$ cat src/rtl/hb_up2_mc_if.sv
// Streaming port bundle for hb_up2_mc: TDM sample input side and the dual-phase
// output side. The source/sink uses master, the filter uses slave.
interface hb_up2_mc_if #(
  parameter int XIN_WIDTH  = 16,
  parameter int YOUT_WIDTH = 16,
  parameter int NUM_CH     = 4,
  localparam int CH_WIDTH  = (NUM_CH > 1) ? $clog2(NUM_CH) : 1
);
  logic                         xin_valid;
  logic                         xin_sof;
  logic signed [XIN_WIDTH-1:0]  xin;
  logic                         bypass;
  logic                         yout_valid;
  logic [CH_WIDTH-1:0]          yout_ch;
  logic signed [YOUT_WIDTH-1:0] yout0;
  logic signed [YOUT_WIDTH-1:0] yout1;
  logic                         ovf;
  logic                         ovf_sticky;

  modport master (
    output xin_valid, xin_sof, xin, bypass,
    input  yout_valid, yout_ch, yout0, yout1, ovf, ovf_sticky
  );

  modport slave (
    input  xin_valid, xin_sof, xin, bypass,
    output yout_valid, yout_ch, yout0, yout1, ovf, ovf_sticky
  );
endinterface

$ cat src/rtl/hb_up2_mc.sv
// Multichannel half-band interpolate-by-2: per-channel histories, symmetric
// pre-add FIR phase, unity center phase, round-half-up, saturation, bypass.
module hb_up2_mc #(
  parameter int XIN_WIDTH      = 16,
  parameter int COE_WIDTH      = 16,
  parameter int NUM_UNIQUE_COE = 5,
  parameter int COE_NUMS [NUM_UNIQUE_COE] = '{952, -1609, 3090, -6260, 20622},
  parameter int YOUT_WIDTH     = 16,
  parameter int SRA_BITS       = 15,
  parameter int NUM_CH         = 4
) (
  input logic        clk,
  input logic        rst,
  hb_up2_mc_if.slave bus
);
  localparam int N          = NUM_UNIQUE_COE;
  localparam int TAPS       = 2 * N;
  localparam int CH_WIDTH   = (NUM_CH > 1) ? $clog2(NUM_CH) : 1;
  localparam int PRE_WIDTH  = XIN_WIDTH + 1;
  localparam int PROD_WIDTH = PRE_WIDTH + COE_WIDTH;
  localparam int ACC_WIDTH  = PROD_WIDTH + $clog2(N) + 1;

  localparam logic signed [ACC_WIDTH-1:0] Y_MAX =
    {{(ACC_WIDTH-YOUT_WIDTH+1){1'b0}}, {(YOUT_WIDTH-1){1'b1}}};
  localparam logic signed [ACC_WIDTH-1:0] Y_MIN = ~Y_MAX;
  localparam logic signed [ACC_WIDTH-1:0] ROUND = ACC_WIDTH'(1) <<< (SRA_BITS - 1);

  typedef struct packed {
    logic signed [YOUT_WIDTH-1:0] y;
    logic                         ovf;
  } sat_t;

  function automatic sat_t saturate(input logic signed [ACC_WIDTH-1:0] v);
    sat_t r;
    r.ovf = (v > Y_MAX) || (v < Y_MIN);
    if (v > Y_MAX)      r.y = Y_MAX[YOUT_WIDTH-1:0];
    else if (v < Y_MIN) r.y = Y_MIN[YOUT_WIDTH-1:0];
    else                r.y = v[YOUT_WIDTH-1:0];
    return r;
  endfunction

  // Stage 0: input capture
  logic                        v0, sof0, byp0;
  logic signed [XIN_WIDTH-1:0] x0;
  // Stage 1: history write
  logic                        v1, byp1;
  logic [CH_WIDTH-1:0]         ch1, cnt, sel;
  logic signed [XIN_WIDTH-1:0] hist [NUM_CH][TAPS];
  // Stage 2: pre-add
  logic                        v2, byp2;
  logic [CH_WIDTH-1:0]         ch2;
  logic signed [PRE_WIDTH-1:0] pre2 [N];
  logic signed [XIN_WIDTH-1:0] cen2, new2;
  // Stage 3: multiply
  logic                         v3, byp3;
  logic [CH_WIDTH-1:0]          ch3;
  logic signed [PROD_WIDTH-1:0] prod3 [N];
  logic signed [XIN_WIDTH-1:0]  cen3, new3;
  // Stage 4: adder tree
  logic                        v4, byp4;
  logic [CH_WIDTH-1:0]         ch4;
  logic signed [ACC_WIDTH-1:0] acc4, sum, rounded;
  logic signed [XIN_WIDTH-1:0] cen4, new4;
  sat_t                        s0, s1;

  // A frame marker forces channel 0 regardless of where the counter is.
  assign sel = sof0 ? '0 : cnt;

  // NOTE: every variable gets a value before any conditional use, so this
  // block stays purely combinational with no inferred latch.
  always_comb begin
    sum = '0;
    for (int k = 0; k < N; k++) sum = sum + ACC_WIDTH'(prod3[k]);
  end

  always_comb begin
    rounded = (acc4 + ROUND) >>> SRA_BITS;
    if (byp4) begin
      s0 = saturate(ACC_WIDTH'(new4));
      s1 = s0;
    end else begin
      s0 = saturate(rounded);
      s1 = saturate(ACC_WIDTH'(cen4));
    end
  end

  // NOTE: all state here uses non-blocking assignments so every stage reads
  // the previous cycle's values regardless of statement order.
  always_ff @(posedge clk) begin
    if (rst) begin
      {v0, sof0, byp0, v1, byp1, v2, byp2, v3, byp3, v4, byp4} <= '0;
      x0   <= '0;
      cnt  <= '0;
      ch1  <= '0;
      ch2  <= '0;
      ch3  <= '0;
      ch4  <= '0;
      cen2 <= '0;
      new2 <= '0;
      cen3 <= '0;
      new3 <= '0;
      cen4 <= '0;
      new4 <= '0;
      acc4 <= '0;
      // NOTE: histories are cleared explicitly because the first output after
      // reset must be computed on all-zero history, which no RAM would give.
      for (int c = 0; c < NUM_CH; c++)
        for (int i = 0; i < TAPS; i++) hist[c][i] <= '0;
      for (int k = 0; k < N; k++) begin
        pre2[k]  <= '0;
        prod3[k] <= '0;
      end
      bus.yout_valid <= 1'b0;
      bus.yout_ch    <= '0;
      bus.yout0      <= '0;
      bus.yout1      <= '0;
      bus.ovf        <= 1'b0;
      bus.ovf_sticky <= 1'b0;
    end else begin
      v0   <= bus.xin_valid;
      sof0 <= bus.xin_sof;
      byp0 <= bus.bypass;
      x0   <= bus.xin;

      v1   <= v0;
      byp1 <= byp0;
      ch1  <= sel;
      if (v0) begin
        for (int i = TAPS - 1; i > 0; i--) hist[sel][i] <= hist[sel][i-1];
        hist[sel][0] <= x0;
        cnt <= (sel == CH_WIDTH'(NUM_CH - 1)) ? '0 : sel + CH_WIDTH'(1);
      end

      // Reads the history as it stood after this sample's own shift.
      v2   <= v1;
      byp2 <= byp1;
      ch2  <= ch1;
      for (int k = 0; k < N; k++)
        pre2[k] <= PRE_WIDTH'(hist[ch1][k]) + PRE_WIDTH'(hist[ch1][TAPS-1-k]);
      cen2 <= hist[ch1][N-1];
      new2 <= hist[ch1][0];

      v3   <= v2;
      byp3 <= byp2;
      ch3  <= ch2;
      for (int k = 0; k < N; k++)
        prod3[k] <= PROD_WIDTH'(pre2[k]) * PROD_WIDTH'(COE_WIDTH'(COE_NUMS[k]));
      cen3 <= cen2;
      new3 <= new2;

      v4   <= v3;
      byp4 <= byp3;
      ch4  <= ch3;
      acc4 <= sum;
      cen4 <= cen3;
      new4 <= new3;

      bus.yout_valid <= v4;
      if (v4) begin
        bus.yout_ch    <= ch4;
        bus.yout0      <= s0.y;
        bus.yout1      <= s1.y;
        bus.ovf        <= s0.ovf | s1.ovf;
        bus.ovf_sticky <= bus.ovf_sticky | s0.ovf | s1.ovf;
      end else begin
        bus.yout0 <= '0;
        bus.yout1 <= '0;
        bus.ovf   <= 1'b0;
      end
    end
  end
endmodule

$ cat src/flat_wrapper.sv
// flat-port wrapper written by rule: the top's interface ports become plain ports
module hb_up2_mc_flat 
#(
  parameter int XIN_WIDTH      = 16,
  parameter int COE_WIDTH      = 16,
  parameter int NUM_UNIQUE_COE = 5,
  parameter int COE_NUMS [NUM_UNIQUE_COE] = '{952, -1609, 3090, -6260, 20622},
  parameter int YOUT_WIDTH     = 16,
  parameter int SRA_BITS       = 15,
  parameter int NUM_CH         = 4
)
  (clk, rst, bus_xin_valid, bus_xin_sof, bus_xin, bus_bypass, bus_yout_valid, bus_yout_ch, bus_yout0, bus_yout1, bus_ovf, bus_ovf_sticky);
  hb_up2_mc_if #(.XIN_WIDTH(XIN_WIDTH), .YOUT_WIDTH(YOUT_WIDTH), .NUM_CH(NUM_CH)) bus_i ();
  input logic clk;
  input logic rst;
  input wire logic [$bits(bus_i.xin_valid)-1:0] bus_xin_valid;
  input wire logic [$bits(bus_i.xin_sof)-1:0] bus_xin_sof;
  input wire logic [$bits(bus_i.xin)-1:0] bus_xin;
  input wire logic [$bits(bus_i.bypass)-1:0] bus_bypass;
  output wire logic [$bits(bus_i.yout_valid)-1:0] bus_yout_valid;
  output wire logic [$bits(bus_i.yout_ch)-1:0] bus_yout_ch;
  output wire logic [$bits(bus_i.yout0)-1:0] bus_yout0;
  output wire logic [$bits(bus_i.yout1)-1:0] bus_yout1;
  output wire logic [$bits(bus_i.ovf)-1:0] bus_ovf;
  output wire logic [$bits(bus_i.ovf_sticky)-1:0] bus_ovf_sticky;
  assign bus_i.xin_valid = bus_xin_valid;
  assign bus_i.xin_sof = bus_xin_sof;
  assign bus_i.xin = bus_xin;
  assign bus_i.bypass = bus_bypass;
  assign bus_yout_valid = bus_i.yout_valid;
  assign bus_yout_ch = bus_i.yout_ch;
  assign bus_yout0 = bus_i.yout0;
  assign bus_yout1 = bus_i.yout1;
  assign bus_ovf = bus_i.ovf;
  assign bus_ovf_sticky = bus_i.ovf_sticky;
  hb_up2_mc #(.XIN_WIDTH(XIN_WIDTH), .COE_WIDTH(COE_WIDTH), .NUM_UNIQUE_COE(NUM_UNIQUE_COE), .COE_NUMS(COE_NUMS), .YOUT_WIDTH(YOUT_WIDTH), .SRA_BITS(SRA_BITS), .NUM_CH(NUM_CH)) u_core (.clk(clk), .rst(rst), .bus(bus_i));
endmodule
$ cat config.mk
export PLATFORM = sky130hd
export DESIGN_NAME = hb_up2_mc_flat
export DESIGN_NICKNAME = d
export VERILOG_FILES = /design/src/rtl/hb_up2_mc_if.sv /design/src/rtl/hb_up2_mc.sv /design/src/flat_wrapper.sv
export SDC_FILE = /design/constraint.sdc
export NUM_CORES = 2
export LEC_CHECK = 0
export ABC_AREA = 1
export CAP_MARGIN = 20
export CORE_ASPECT_RATIO = 2
export CORE_UTILIZATION = 32
export CTS_CLUSTER_DIAMETER = 200
export DETAILED_ROUTE_END_ITERATION = 6
export GPL_TIMING_DRIVEN = 1
export HOLD_SLACK_MARGIN = 0.02
export SETUP_SLACK_MARGIN = 0.3
export SLEW_MARGIN = 15
export SYNTH_ARGS = -nofsm -noshare
export SYNTH_HDL_FRONTEND = slang
export SYNTH_SLANG_ARGS = --single-unit
$ cat constraint.sdc
create_clock -name clk -period 6.1 [get_ports clk]
set_input_delay 0.61 -clock clk [delete_from_list [all_inputs] [get_ports clk]]
set_output_delay 0.61 -clock clk [all_outputs]
set_load 0.01 [all_outputs]
# Word-level counts from Yosys, hierarchy flattened
# Memory sizes are Yosys's and may differ from the RTL's. A register that Yosys moved wholly into a read port is not among the register bits.
# Index checks and enable logic that the tools add are counted.
# word_totals
register_bits,207
ram_bits,890
inputBits,21
out_inout_bits,37
wordCells,105
mem_count,3
# op_classes
addsub,11
n_mul,5
order_cmp,6
eq_ne,1
muxes,30
bitwise_logic,14
n_reduce_logical,5
# mem_list
name,depth,width,rd,rd_ports_with_merged_regs,write_ports,line_no,text
u_core.hist,4,160,2,1,4,hb_up2_mc.sv:48,logic signed [XIN_WIDTH-1:0] hist [NUM_CH][TAPS];
u_core.prod3,5,33,5,0,5,hb_up2_mc.sv:57,logic signed [PROD_WIDTH-1:0] prod3 [N];
u_core.pre2,5,17,5,0,5,hb_up2_mc.sv:52,logic signed [PRE_WIDTH-1:0] pre2 [N];
# ops
operator,n
$mux 33,5
$mux 160,1
$reduce_or 160->1,1
$mux 17,7
$mux 16,6
$mul 17x12->29 const B,3
$add 16x16->17,5
$add 37x33->37,2
$add 37x16->37 const B,1
$add 34x33->35,1
$add 33x33->34,1
$gt 16x16->1 const B,2
$lt 16x16->1 const B,2
$mul 17x15->32 const B,1
$mul 17x8->25 const B,1
$gt 22x16->1 const B,1
$lt 22x16->1 const B,1
$or 1x1->1,13
$mux 2,4
$mux 1,7
$logic_or 1x1->1,3
$add 2x1->2 const B,1
$eq 2x2->1 const B,1
$reduce_or 2->1,1
$not 1->1,1

# Logic depth before layout (Yosys ltp)
# logic_depth
word_depth,7
ltp_mapped,30
mapped_depth_nobuf,30

# Worst setup path before layout
# OpenSTA, ideal clock, no wires.
# synth_path
path_kind,register to register
from,register u_core.cnt[0]
to,"memory u_core.hist[0][0] (netlist name), enable pin"
setup_time_ns,1.319
arrival_ns,4.581
t_required_ns,4.781
setup_slack_ns,0.200
path_stages_with_launch,11
path_buffers,4
period_less_slack_ns,5.900
path_cell_list,dfxtp_1 > inv_2 > nor2_1 > inv_1 > clkbuf_1 > clkbuf_1 > ha_1 > nand2_1 > clkbuf_1 > clkbuf_1 > nand2_1
# synth_rtl
item,line_no,text
start: declaration,hb_up2_mc.sv:47,"logic [CH_WIDTH-1:0] ch1, cnt, sel;"
start signal: assignment,hb_up2_mc.sv:131,cnt <= (sel == CH_WIDTH'(NUM_CH - 1)) ? '0 : sel + CH_WIDTH'(1);
end: declaration,hb_up2_mc.sv:48,

==> flow_summary.json <==
{
  "status": "complete, but fails checks",
  "violations": "DRC",
  "cp_max_fo": 5,
  "drv_slew": 0,
  "ant_nets": 0,
  "fin_crit_sh_pct": 93.0,
  "placementRows": 243,
  "cts_sinks": 1061,
  "grt_pass1_wl_um": 360000,
  "post-route-min-period_ns": 5.67,
  "synth_flop_cell": "edfxtp_1",
  "max_freq_mhz": 176,
  "synth_edf_count": 640,
  "drive_above_1_share_pct": 3.70,
  "die-area_mm2": 0.223,
  "slew_headroom_pct": 12.6,
  "yosysWarnings": 0,
  "startpoint_type": "register",
  "worstSetupPathType": "reg2reg",
  "wire_per_inst_um": 21.3,
  "finalNetCount": 9292,
  "tightest_slew_ns": 1.30,
  "dp_hpwl_um": 175000,
  "cpMostUsedCell": "inv_1",
  "rsz0062_at_grt": "false",
  "htree_levels": 3,
  "clockBufferDepth": 3,
  "hold_class": "reg2reg",
  "grt_overflow": 0,
  "postCtsSetupRepairBufs": 0,
  "syn_area_mm2": 0.0707,
  "synth_top_cell_by_area": "edfxtp_1",
  "areaGrowthSynthToFinish_pct": 10.1,
  "synth_top_area_share_pct": 27.2,
  "grt_max_degree": 156,
  "synth-seq-cells": 1061,
  "crit_required_ns": 6.60,
  "syn_avg_cell_area_um2": 8.45,
  "core_region_area_mm2": 0.219,
  "die_y_um": 667,
  "synth_cell_types": 53,
  "vias": 58296,
  "synth_nets": 9385,
  "drt-initial-drc-count": 4470,
  "grt_pass1_vias": 60888,
  "worst_slack_ns": 0.427,
  "cap_viol_max_count": 0,
  "antenna_found_initial": 6,
  "cts_made_buffers": 97,
  "tns_ns": 0,
  "clk_pin_slew_worst_paths_ns": 0.07,
  "stdcell_count": 11301,
  "crit_buf_inv": 5,
  "track_usage_pct": 21.3,
  "hold_viol": 0,
  "portBuffers": 57,
  "crit_chain": "inv_1 -> ha_1 -> fa_1 -> inv_1 -> fa_1 -> inv_1 -> fa_1 -> inv_1 -> fa_1 -> ha_1 -> nand2_1 -> nor2_1 -> inv_1 -> nor2_1 -> nand3_1 -> nand3_1 -> o21ai_0 -> a21oi_1",
  "drc_errors": 10,
  "fp.dieW_um": 334,
  "arrival_ns": 6.17,
  "finalClockSkew_ns": 0.0424,
  "worst_path_dominant_cell_family": "adder cells",
  "floorplan.initialDensity_pct": 32.3,
  "viasPerCell": 5.16,
  "clock_latency_ns": 0.72,
  "crit_path_top_delay_cell": "a21oi_1",
  "endpoint_kind": "register",
  "cts_root_buffer": "clkbuf_16",
  "place.gp.congestion": 0.973,
  "wirelength_um": 241000,
  "synthTopCellsByArea": "edfxtp_1 (27%), dfxtp_1 (12%), fa_1 (11%)",
  "slowest_delay_ns": 0.73,
  "placed_cells": 11115,
  "ctsHoldBuffers": 0,
  "dr.pass1.iters": 7,
  "n_fill_cell": 22465,
  "tritoncts": "yes",
  "netlist_instances": 8367,
  "synth_async_sr_flop_share_pct": 0,
  "place_ws_ns": 0.146,
  "io_pins": 58,
  "setup_viol": 0,
  "ys_seq_area_share_pct": 39.1
}
## cells in the mapped netlist (35+ instances only)
master    instances
xnor2_1          51
ha_1            606
a21oi_1         536
o21ai_0         683
clkbuf_1        258
nor3_1           52
nand3_1         251
dfxtp_1         421
xor2_1           35
o22ai_1         255
nand2_1        1168
edfxtp_1        640
inv_1          1162
nor2_1         1527
fa_1            391
## flip-flops by register name, summed over array words and instances, names as in the netlist, 2 cells and up
register            flops
u_core.cnt              2
u_core.bus.yout1       16
u_core.ch1              2
u_core.ch4              2
u_core.new2            16
u_core.ch2              2
u_core.bus.yout_ch      2
u_core.acc4            23
u_core.ch3              2
u_core.x0              16
u_core.cen4            16
u_core.pre2            85
u_core.new4            16
u_core.bus.yout0       16
u_core.hist           640
u_core.new3            16
u_core.prod3          143
u_core.cen3            16
u_core.cen2            16
## worst min-delay path: stages (launching register included)
cell and delay [ns]:
dfxtp_1 0.30, inv_1 0.04, nor2_1 0.03
## layer usage
layer / part of all wire (%) / up-vias / routed length, µm / track usage [%]
met2: 52 / 2248 / 126000 / 39.8
met1: 34 / 28112 / 81300 / 21.1
met4: 9.0 / 4 / 21700 / 17.4
met5: 0.013 / - / 31 / 0
met3: 5.1 / 678 / 12400 / 2.19
li1: - / 27254 / - / -
## logic make-up (layout without fill, tap and decap cells)
logic type                 after synthesis  count (layout)  synth area share, %
and+or+nand+nor                       3087            3087                 17.3
other                                    0               4                    0
xor gates and xnor gates                87              87                 1.09
buffers and inverters                 1489            1479                 7.99
DFF                                   1061            1061                 39.1
AOI/OAI and AO/OA                     1645            1645                 12.7
adders and majority gates              997             997                 21.8
muxes                                    1               1               0.0142
## stage by stage
step,hold WS [ns],area (µm²),util [%]
final,0.401,77900,35.5
after global routing,0.412,77900,35.5
after CTS,0.366,77900,35.5
after detailed placement,0.393,74500,34.0
after global placement,0.394,74500,34.0
after floorplan,0.388,70700,-
## cell usage in the layout, fill, tap and decap left out, drive strengths merged, types with 28 or more instances in the layout
master / instances
ha: 606
clkinv: 28
clkdlybuf4s50: 56
o21bai: 32
o21ai: 685
nor2: 1535
xnor2: 52
nor3: 52
nand2: 1184
buf: 72
a21o: 30
o22ai: 255
o21a: 29
dfxtp: 421
edfxtp: 640
xor2: 35
clkbuf: 135
a21oi: 547
nand3: 252
inv: 1179
fa: 391
## repair_timing
| item | in CTS | in global routing |
|---|---|---|
| hold endpoints to repair | 0 | 0 |
| endpoints found under the setup margin | 2 | 3 |
| resized for setup | 2 | 2 |
## final cells by class
cell class	instances	area [µm²]	share of cell area, %
Multi-Input combinational cell	5817	37600	48.2
Sequential cell	1061	27700	35.5
Inverter	1168	4410	5.67
Tap cell	2940	3680	4.72
Clock buffer	134	2840	3.65
Timing Repair Buffer	129	1240	1.59
Clock inverter	48	477	0.612
Antenna cell	4	10.0	0.0129
## worst paths after layout
check                     startpoint             endpoint  slack (ns)  cells after the start
setup reg to reg  u_core.pre2[0][32]  u_core.prod3[1][22]        0.43                     18
setup / recovery  u_core.pre2[0][32]  u_core.prod3[1][22]        0.43                     18
hold / removal           u_core.byp2          u_core.byp3        0.40                      2
hold reg to reg          u_core.byp2          u_core.byp3        0.40                      2
Power is left out: the tool's default activity adds up to more than one toggle a clock period on the data nets, which glitch-free logic cannot reach.
